## src/rtl/beam_direction_decoder_if.sv

```systemverilog
// Doorway beam interface: raw beam-break inputs in, direction/abort pulses and fault level out.
// master drives the beams and observes the decoder; slave is the decoder itself.
interface beam_direction_decoder_if;
    logic beam_a;
    logic beam_b;
    logic entry_sensor;
    logic exit_sensor;
    logic abort_pulse;
    logic beam_fault;

    modport master (
        output beam_a, beam_b,
        input  entry_sensor, exit_sensor, abort_pulse, beam_fault
    );

    modport slave (
        input  beam_a, beam_b,
        output entry_sensor, exit_sensor, abort_pulse, beam_fault
    );
endinterface

```

## src/rtl/beam_direction_decoder.sv

```systemverilog
// Purpose: sync + debounce two IR beams, ordered-sequence FSM emits entry/exit/abort pulses (stuck detector under BEAM_STUCK_DETECT_EN).
// Latency: raw beam to filtered 2+DEBOUNCE_CYCLES cycles, filtered to registered pulse 1 cycle.
// Backpressure: none; pulses are single-cycle and must be consumed by the downstream counter.
module beam_direction_decoder #(
    parameter int DEBOUNCE_CYCLES = 4,
    parameter int TIMEOUT_CYCLES  = 1000,
    parameter int STUCK_CYCLES    = 5000
) (
    input logic                      clk,
    input logic                      rst,
    beam_direction_decoder_if.slave  bus
);
    localparam int DW = $clog2(DEBOUNCE_CYCLES + 1);
    localparam int TW = $clog2(TIMEOUT_CYCLES + 1);
    localparam logic [DW-1:0] DB_LAST = DW'(DEBOUNCE_CYCLES - 1);
    localparam logic [TW-1:0] TO_LAST = TW'(TIMEOUT_CYCLES - 1);

    typedef enum logic [2:0] {IDLE, IN_A, IN_AB, IN_B, OUT_B, OUT_AB, OUT_A} state_t;

    logic [1:0]    raw, sync1, sync2, filt;
    logic [DW-1:0] db_cnt [2];

    assign raw = {bus.beam_b, bus.beam_a};

    always_ff @(posedge clk or negedge rst) begin
        if (!rst) begin
            sync1 <= '0;
            sync2 <= '0;
            filt  <= '0;
            for (int i = 0; i < 2; i++) db_cnt[i] <= '0;
        end else begin
            sync1 <= raw;
            sync2 <= sync1;
            for (int i = 0; i < 2; i++) begin
                if (sync2[i] == filt[i]) begin
                    db_cnt[i] <= '0;
                end else if (db_cnt[i] == DB_LAST) begin
                    filt[i]   <= sync2[i];
                    db_cnt[i] <= '0;
                end else begin
                    db_cnt[i] <= db_cnt[i] + 1'b1;
                end
            end
        end
    end

    logic fa, fb, a_only, b_only, both, clear;
    assign fa     = filt[0];
    assign fb     = filt[1];
    assign a_only = fa & ~fb;
    assign b_only = ~fa & fb;
    assign both   = fa & fb;
    assign clear  = ~fa & ~fb;

    state_t        state, nxt;
    logic          go_entry, go_exit, go_abort;
    logic [TW-1:0] to_cnt;
    logic          fault_block;
    logic          entry_q, exit_q, abort_q;

    always_comb begin
        nxt      = state;
        go_entry = 1'b0;
        go_exit  = 1'b0;
        go_abort = 1'b0;
        case (state)
            IDLE: begin
                if (a_only)      nxt = IN_A;
                else if (b_only) nxt = OUT_B;
            end
            IN_A: begin
                if (both)        nxt = IN_AB;
                else if (b_only) nxt = IN_B;
                else if (clear)  begin nxt = IDLE; go_abort = 1'b1; end
            end
            IN_AB: begin
                if (b_only)      nxt = IN_B;
                else if (a_only) nxt = IN_A;
                else if (clear)  begin nxt = IDLE; go_abort = 1'b1; end
            end
            IN_B: begin
                if (clear)       begin nxt = IDLE; go_entry = 1'b1; end
                else if (both)   nxt = IN_AB;
                else if (a_only) begin nxt = IDLE; go_abort = 1'b1; end
            end
            OUT_B: begin
                if (both)        nxt = OUT_AB;
                else if (a_only) nxt = OUT_A;
                else if (clear)  begin nxt = IDLE; go_abort = 1'b1; end
            end
            OUT_AB: begin
                if (a_only)      nxt = OUT_A;
                else if (b_only) nxt = OUT_B;
                else if (clear)  begin nxt = IDLE; go_abort = 1'b1; end
            end
            OUT_A: begin
                if (clear)       begin nxt = IDLE; go_exit = 1'b1; end
                else if (both)   nxt = OUT_AB;
                else if (b_only) begin nxt = IDLE; go_abort = 1'b1; end
            end
            default: nxt = IDLE;
        endcase
        // A stalled passage gives up only if nothing else moved it this cycle.
        if (state != IDLE && nxt == state && to_cnt == TO_LAST) begin
            nxt      = IDLE;
            go_abort = 1'b1;
        end
    end

    always_ff @(posedge clk or negedge rst) begin
        if (!rst) begin
            state   <= IDLE;
            to_cnt  <= '0;
            entry_q <= 1'b0;
            exit_q  <= 1'b0;
            abort_q <= 1'b0;
        end else if (fault_block) begin
            state   <= IDLE;
            to_cnt  <= '0;
            entry_q <= 1'b0;
            exit_q  <= 1'b0;
            abort_q <= 1'b0;
        end else begin
            state   <= nxt;
            to_cnt  <= (state == IDLE || nxt != state) ? '0 : to_cnt + 1'b1;
            entry_q <= go_entry;
            exit_q  <= go_exit;
            abort_q <= go_abort;
        end
    end

    assign bus.entry_sensor = entry_q;
    assign bus.exit_sensor  = exit_q;
    assign bus.abort_pulse  = abort_q;

`ifdef BEAM_STUCK_DETECT_EN
    localparam int SW = $clog2(STUCK_CYCLES + 1);
    localparam logic [SW-1:0] ST_LAST = SW'(STUCK_CYCLES - 1);
    localparam logic [SW-1:0] ST_FULL = SW'(STUCK_CYCLES);

    logic [SW-1:0] stuck_cnt [2];
    logic          fault_q;
    logic          stuck_trip;

    assign stuck_trip = (filt[0] && stuck_cnt[0] == ST_LAST) ||
                        (filt[1] && stuck_cnt[1] == ST_LAST);

    // Counters saturate so a beam held past the threshold trips exactly once.
    always_ff @(posedge clk or negedge rst) begin
        if (!rst) begin
            for (int i = 0; i < 2; i++) stuck_cnt[i] <= '0;
            fault_q <= 1'b0;
        end else begin
            for (int i = 0; i < 2; i++) begin
                if (!filt[i])                    stuck_cnt[i] <= '0;
                else if (stuck_cnt[i] != ST_FULL) stuck_cnt[i] <= stuck_cnt[i] + 1'b1;
            end
            if (stuck_trip)         fault_q <= 1'b1;
            else if (filt == 2'b00) fault_q <= 1'b0;
        end
    end

    assign fault_block    = fault_q | stuck_trip;
    assign bus.beam_fault = fault_q;
`else
    assign fault_block    = 1'b0;
    // Detector compiled out: constant low that keeps the threshold parameter referenced.
    assign bus.beam_fault = (STUCK_CYCLES < 0);
`endif
endmodule

```

## src/flat_wrapper.sv

```systemverilog
// flat-port wrapper written by rule: the top's interface ports become plain ports
module beam_direction_decoder_flat 
#(
    parameter int DEBOUNCE_CYCLES = 4,
    parameter int TIMEOUT_CYCLES  = 1000,
    parameter int STUCK_CYCLES    = 5000
)
  (clk, rst, bus_beam_a, bus_beam_b, bus_entry_sensor, bus_exit_sensor, bus_abort_pulse, bus_beam_fault);
  beam_direction_decoder_if bus_i ();
  input logic clk;
  input logic rst;
  input wire logic [$bits(bus_i.beam_a)-1:0] bus_beam_a;
  input wire logic [$bits(bus_i.beam_b)-1:0] bus_beam_b;
  output wire logic [$bits(bus_i.entry_sensor)-1:0] bus_entry_sensor;
  output wire logic [$bits(bus_i.exit_sensor)-1:0] bus_exit_sensor;
  output wire logic [$bits(bus_i.abort_pulse)-1:0] bus_abort_pulse;
  output wire logic [$bits(bus_i.beam_fault)-1:0] bus_beam_fault;
  assign bus_i.beam_a = bus_beam_a;
  assign bus_i.beam_b = bus_beam_b;
  assign bus_entry_sensor = bus_i.entry_sensor;
  assign bus_exit_sensor = bus_i.exit_sensor;
  assign bus_abort_pulse = bus_i.abort_pulse;
  assign bus_beam_fault = bus_i.beam_fault;
  beam_direction_decoder #(.DEBOUNCE_CYCLES(DEBOUNCE_CYCLES), .TIMEOUT_CYCLES(TIMEOUT_CYCLES), .STUCK_CYCLES(STUCK_CYCLES)) u_core (.clk(clk), .rst(rst), .bus(bus_i));
endmodule
```

## config.mk

```make
export PLATFORM = sky130hd
export DESIGN_NAME = beam_direction_decoder_flat
export DESIGN_NICKNAME = d
export VERILOG_FILES = /design/src/rtl/beam_direction_decoder_if.sv /design/src/rtl/beam_direction_decoder.sv /design/src/flat_wrapper.sv
export SDC_FILE = /design/constraint.sdc
export NUM_CORES = 1
export LEC_CHECK = 0
export CAP_MARGIN = 20
export CORE_UTILIZATION = 60
export DETAILED_ROUTE_END_ITERATION = 7
export PLACE_DENSITY = 0.8
export SLEW_MARGIN = 10
export SYNTH_ARGS = -nofsm -noshare
export SYNTH_HDL_FRONTEND = slang
export SYNTH_SLANG_ARGS = --single-unit
export TNS_END_PERCENT = 100
```

## constraint.sdc

```tcl
create_clock -name clk -period 4.4 [get_ports clk]
set_input_delay 0.44 -clock clk [delete_from_list [all_inputs] [get_ports clk]]
set_output_delay 0.44 -clock clk [all_outputs]
set_load 0.02 [all_outputs]
```

# After elaboration in Yosys (flattened, before gate mapping)
# Cells that the tools add are included.
# totals
ff_bits	28
input_bits	4
word_cells	83
# classes
n_addsub	3
n_eq_ne	13
muxes	41
bitwise_logic	8
n_reduce_logical	7
# ops
operator	n
two-way mux 3 bit	22
one-hot mux 3 bit (7 select lines)	1
two-way mux 1 bit	16
equality test 3 x 2 -> 1 bit, second input constant	4
adder 10 x 1 -> 10 bit, second input constant	1
equality test 10 bit, second input constant	1
two-way mux 10 bit	1
equality test 3 bit, second input constant	3
adder 3 x 1 -> 3 bit, second input constant	2
one-hot mux 1 bit (6 select lines)	1
AND 1 bit	4
NOT 1 bit	4
AND reduction 2 bit	2
equality test 3 x 1 -> 1 bit, second input constant	1
equality test 3 bit	1
logical NOT 3 bit	1
inequality test 3 bit	1
nonzero test 3 bit	1
equality test 1 bit	2
logical AND 1 bit	2
logical OR 1 bit	1

# Longest topological paths before layout
# logic_depth
depth_word	13
depth_mapped	6
mapped_depth_nobuf	5

# Least setup slack after synthesis
# OpenSTA, ideal clock, no wires.
# synth_path
path_type	reg-to-reg
start	register u_core.to_cnt[0]
end	register u_core.state[0]
arrival_time_ns	1.332
required_time_ns	4.267
slack_ns	2.935
stages_incl_launch_ff	6
synth_period_minus_slack_ns	1.465
path_cell_list	dfrtp_1 -> ha_1 -> and4bb_2 -> nand2_2 -> o32ai_2 -> nor3_1
# synth_via
elab_chain_len	3
# synth_rtl
element	line_no	source
from (decl)	beam_direction_decoder.sv:57	logic [TW-1:0] to_cnt;
from (signal assigned)	beam_direction_decoder.sv:125	to_cnt <= (state == IDLE || nxt != state) ? '0 : to_cnt + 1'b1;
equality test 10 bit	beam_direction_decoder.sv:104	if (state != IDLE && nxt == state && to_cnt == TO_LAST) begin
logical AND 1 bit	beam_direction_decoder.sv:104	
two-way mux 3 bit	beam_direction_decoder.sv:104	
net u_core.nxt[0]	beam_direction_decoder.sv:55	state_t state, nxt;
to (signal assigned)	beam_direction_decoder.sv:124	state <= nxt;
to (decl)	beam_direction_decoder.sv:55	
# The timed path passes the listed nets, and every way through them passes these cells.
# A chain may end at the register's enable or synchronous reset.

# Final worst setup path
# layout_path
start	register u_core.filt[0]
end	register u_core.to_cnt[4]
# layout_via
elab_chain_len	13
elab_cells_between_ends	30
cone_classes	eq/ne (2); mux (20); bitwise (5); reduce/logical (3)
# layout_rtl
element	line_no	source
from (decl)	beam_direction_decoder.sv:20	logic [1:0] raw, sync1, sync2, filt;
from (signal, indexed assignment)	beam_direction_decoder.sv:38	filt[i] <= sync2[i];
NOT 1 bit	beam_direction_decoder.sv:51, beam_direction_decoder.sv:53	
AND 1 bit (on tied branches)	beam_direction_decoder.sv:51, beam_direction_decoder.sv:53	
two-way mux 3 bit (on tied branches) (3 in series)	--	
one-hot mux 3 bit (7 select lines) (*)	beam_direction_decoder.sv:66	case (state)
equality test 3 bit	beam_direction_decoder.sv:104	
logical AND 1 bit (2 in series)	beam_direction_decoder.sv:104	
two-way mux 3 bit (*)	beam_direction_decoder.sv:104	
inequality test 3 bit (*)	beam_direction_decoder.sv:125	
logical OR 1 bit (*)	beam_direction_decoder.sv:125	
two-way mux 10 bit (*)	beam_direction_decoder.sv:125	
# Mark *: on every way between the ends. The rest lies on a longest branch, timed or not.

==> metrics <==
status completed; maximum capacitance violations 0; post-synthesis sequential area ratio ~51%; first-pass iteration count of the detailed router 4; Distinct cells, synth 39; Max stage delay cell, worst path dfrtp_1; internal power 0.493 mW; Mapped Nets about 140; clock latency on the worst-skew pair roughly 0.32 ns; worst path cell trace xnor2_2, mux2i_1, o22a_1, nor2_1; Port Buffer Count 6; layout cells sized above 1 a little over a tenth; Area Overhead vs Synth 7.08%; worst slew pin tran slightly above 0.5 ns; GRT Total Usage between 20% and 30%; Worst setup SP type flip-flop; sequential power share between 40 and 50%; Die ar. 2490 um^2; worst rel slew slack about two thirds; core area approximately 2100 um^2; CP Capture Type flip-flop; antenna viol nets, final 0; clock power share between 20 and 25%; Hold Fails Final Rpt 0; Ports 8; CTS tree yes; drt initial violations 25; # setup viols final 0; Final Skew 0.00696 ns; Layout Nets 141; ant diodes 0; Max Fclk ~570 MHz; worst hold path class flip-flop to flip-flop; drc violations 0; RSZ-0062 raised after global routing false; drt total wl between 2 and 2.5 mm; commonest non-fill, non-tap cell in the layout dfrtp_1; final worst-path cycle share roughly two fifths; combinational power share 28.6%; Overflow after GRT 0; total negative slack 0 ns; synthesized area around 1400 um^2; Syn Inst Count 130; die height 49.9 um; Peak VDD IR 0.428 mV; NetSw about 0.25 mW; cts repair resizes 0; row cnt 16; synth warn 0; cts hold-fix bufs 0; Clock Tree Buf Depth 2; Sw Ratio 33.9%; Worst Path Required ~4.6 ns; setup bufs post-CTS 0; Worst Path Max Fanout 11; DR vias/cell ~5.8; TritonCTS Buffers 3; Cells after DPL around 160; LEAKAGE 0.621 nW; via count a little over 900; Worst path max stage delay about 0.6 ns; global-route wire length before repair approximately 3.7 mm; initial antenna violation count 0; CP Buf/Inv Count 0; Sink Count 28; routability cong. 0.889; Slew Viols, Final 0; critical path class flip-flop to flip-flop; clk slew on worst S/H paths around 0.14 ns; Starting Density 66.9%; Top delay family on crit path flip-flops; Avg WL per Cell approximately 13 um; largest net degree at the start of global routing 29; minimum clock period about 1.8 ns; post-synthesis average cell area about 11 um^2; PD cells just over 500 nW/um^2; Die W between 40 and 50 um; CTS root buffer clkbuf_4; vias in the first global route between 800 and 900; Final Power ~0.75 mW; H-tree depth 1; dpl hpwl ~1.6 mm; FF+latch count, synth 28; Data arrival, critical path 1.97 ns; commonest non-fill, non-tap cells in the layout dfrtp_1 (28), nor2_1 (9), nand2_1 (8); Layout Cells excl Fill 160
==> final timing paths <==
kind / from / end / slack [ns] / depth (start not counted)
max: u_core.filt[0] / u_core.to_cnt[4] / 2.63 / 4
max reg2reg: u_core.filt[0] / u_core.to_cnt[4] / 2.63 / 4
max in group asynchronous: rst / u_core.to_cnt[0] / 3.68 / 2
min reg2reg: u_core.sync1[1] / u_core.sync2[1] / 0.37 / 0
min in group asynchronous: rst / u_core.bus.exit_sensor / 0.47 / 2
min: u_core.sync1[1] / u_core.sync2[1] / 0.37 / 0
==> cell usage after synthesis, drive strengths merged <==
cell type	count	area, um^2
nor4	2	12.5
a21oi	7	35.0
nor2b	6	37.5
mux2i	1	10.0
nand3	7	35.0
a311oi	1	8.76
a22oi	1	7.51
and3	3	18.8
clkbuf	1	3.75
o32ai	2	25.0
conb	1	3.75
nand4	2	12.5
a2bb2oi	1	8.76
nand2	9	36.3
buf	7	52.5
a32oi	1	8.76
a31oi	2	12.5
xnor2	6	60.1
nor2	9	33.8
o22a	1	8.76
dfrtp	28	701
and4bb	1	12.5
o21ai	4	20.0
inv	4	15.0
o2bb2ai	1	8.76
nor3	10	81.3
nand2b	1	6.26
xor2	3	26.3
ha	3	37.5
and4	1	8.76
nor3b	4	30.0
==> power by group through the flow <==
stage	Sequential, mW	Clock (mW)	Combinational, mW
CTS	0.370	0.170	0.215
global route	0.379	0.178	0.240
floorplan	0.330	0	0.226
finish	0.370	0.163	0.213
detailed placement	0.375	0	0.214
global placement	0.369	0	0.207
==> stage by stage <==
stage | util, % | setup slack [ns] | hold WS [ns] | cell area [um^2]
6_report | 71.6 | 2.63 | 0.367 | 1480
5_1_grt | 71.6 | 2.48 | 0.380 | 1480
4_1_cts | 71.6 | 2.60 | 0.370 | 1480
3_5_place_dp | 69.1 | 2.63 | 0.336 | 1420
3_3_place_gp | 69.1 | 2.70 | 0.335 | 1420
2_1_floorplan | - | 2.94 | 0.144 | 1380
==> final cells by class <==
class	instances	area (um^2)
inverter	4	15.0
fill	148	586
clock inverter	1	30.0
clock buffer	3	22.5
multi-input combinational	90	607
tap	27	33.8
sequential	28	701
timing repair buffer	7	67.6
==> metal layers <==
layer  GRT usage, %  routed length [um]  vias to the layer above
li1               -                   -                      462
met1           27.7                1060                      449
met2           31.5                 973                       13
met3           3.70                  64                        4
met4           9.05                  31                        0
met5              0                   0                        -
==> state kept, by name, summed over array words and instances (netlist names) <==
register	flops
u_core.db_cnt	6
u_core.bus.exit_sensor	1
u_core.to_cnt	10
u_core.sync2	2
u_core.bus.abort_pulse	1
u_core.sync1	2
u_core.filt	2
u_core.bus.entry_sensor	1
u_core.state	3
==> cells by family after synthesis <==
group / after synthesis / synth area share (%)
compound gates: 21 / 10.4
xor+xnor: 9 / 6.26
simple gates: 55 / 23.6
flops: 28 / 50.8
other cells: 1 / 0.272
fa+ha+maj: 3 / 2.72
buf+inv: 12 / 5.17
mux: 1 / 0.726
Note: power is estimated with default switching activity, not from simulation.
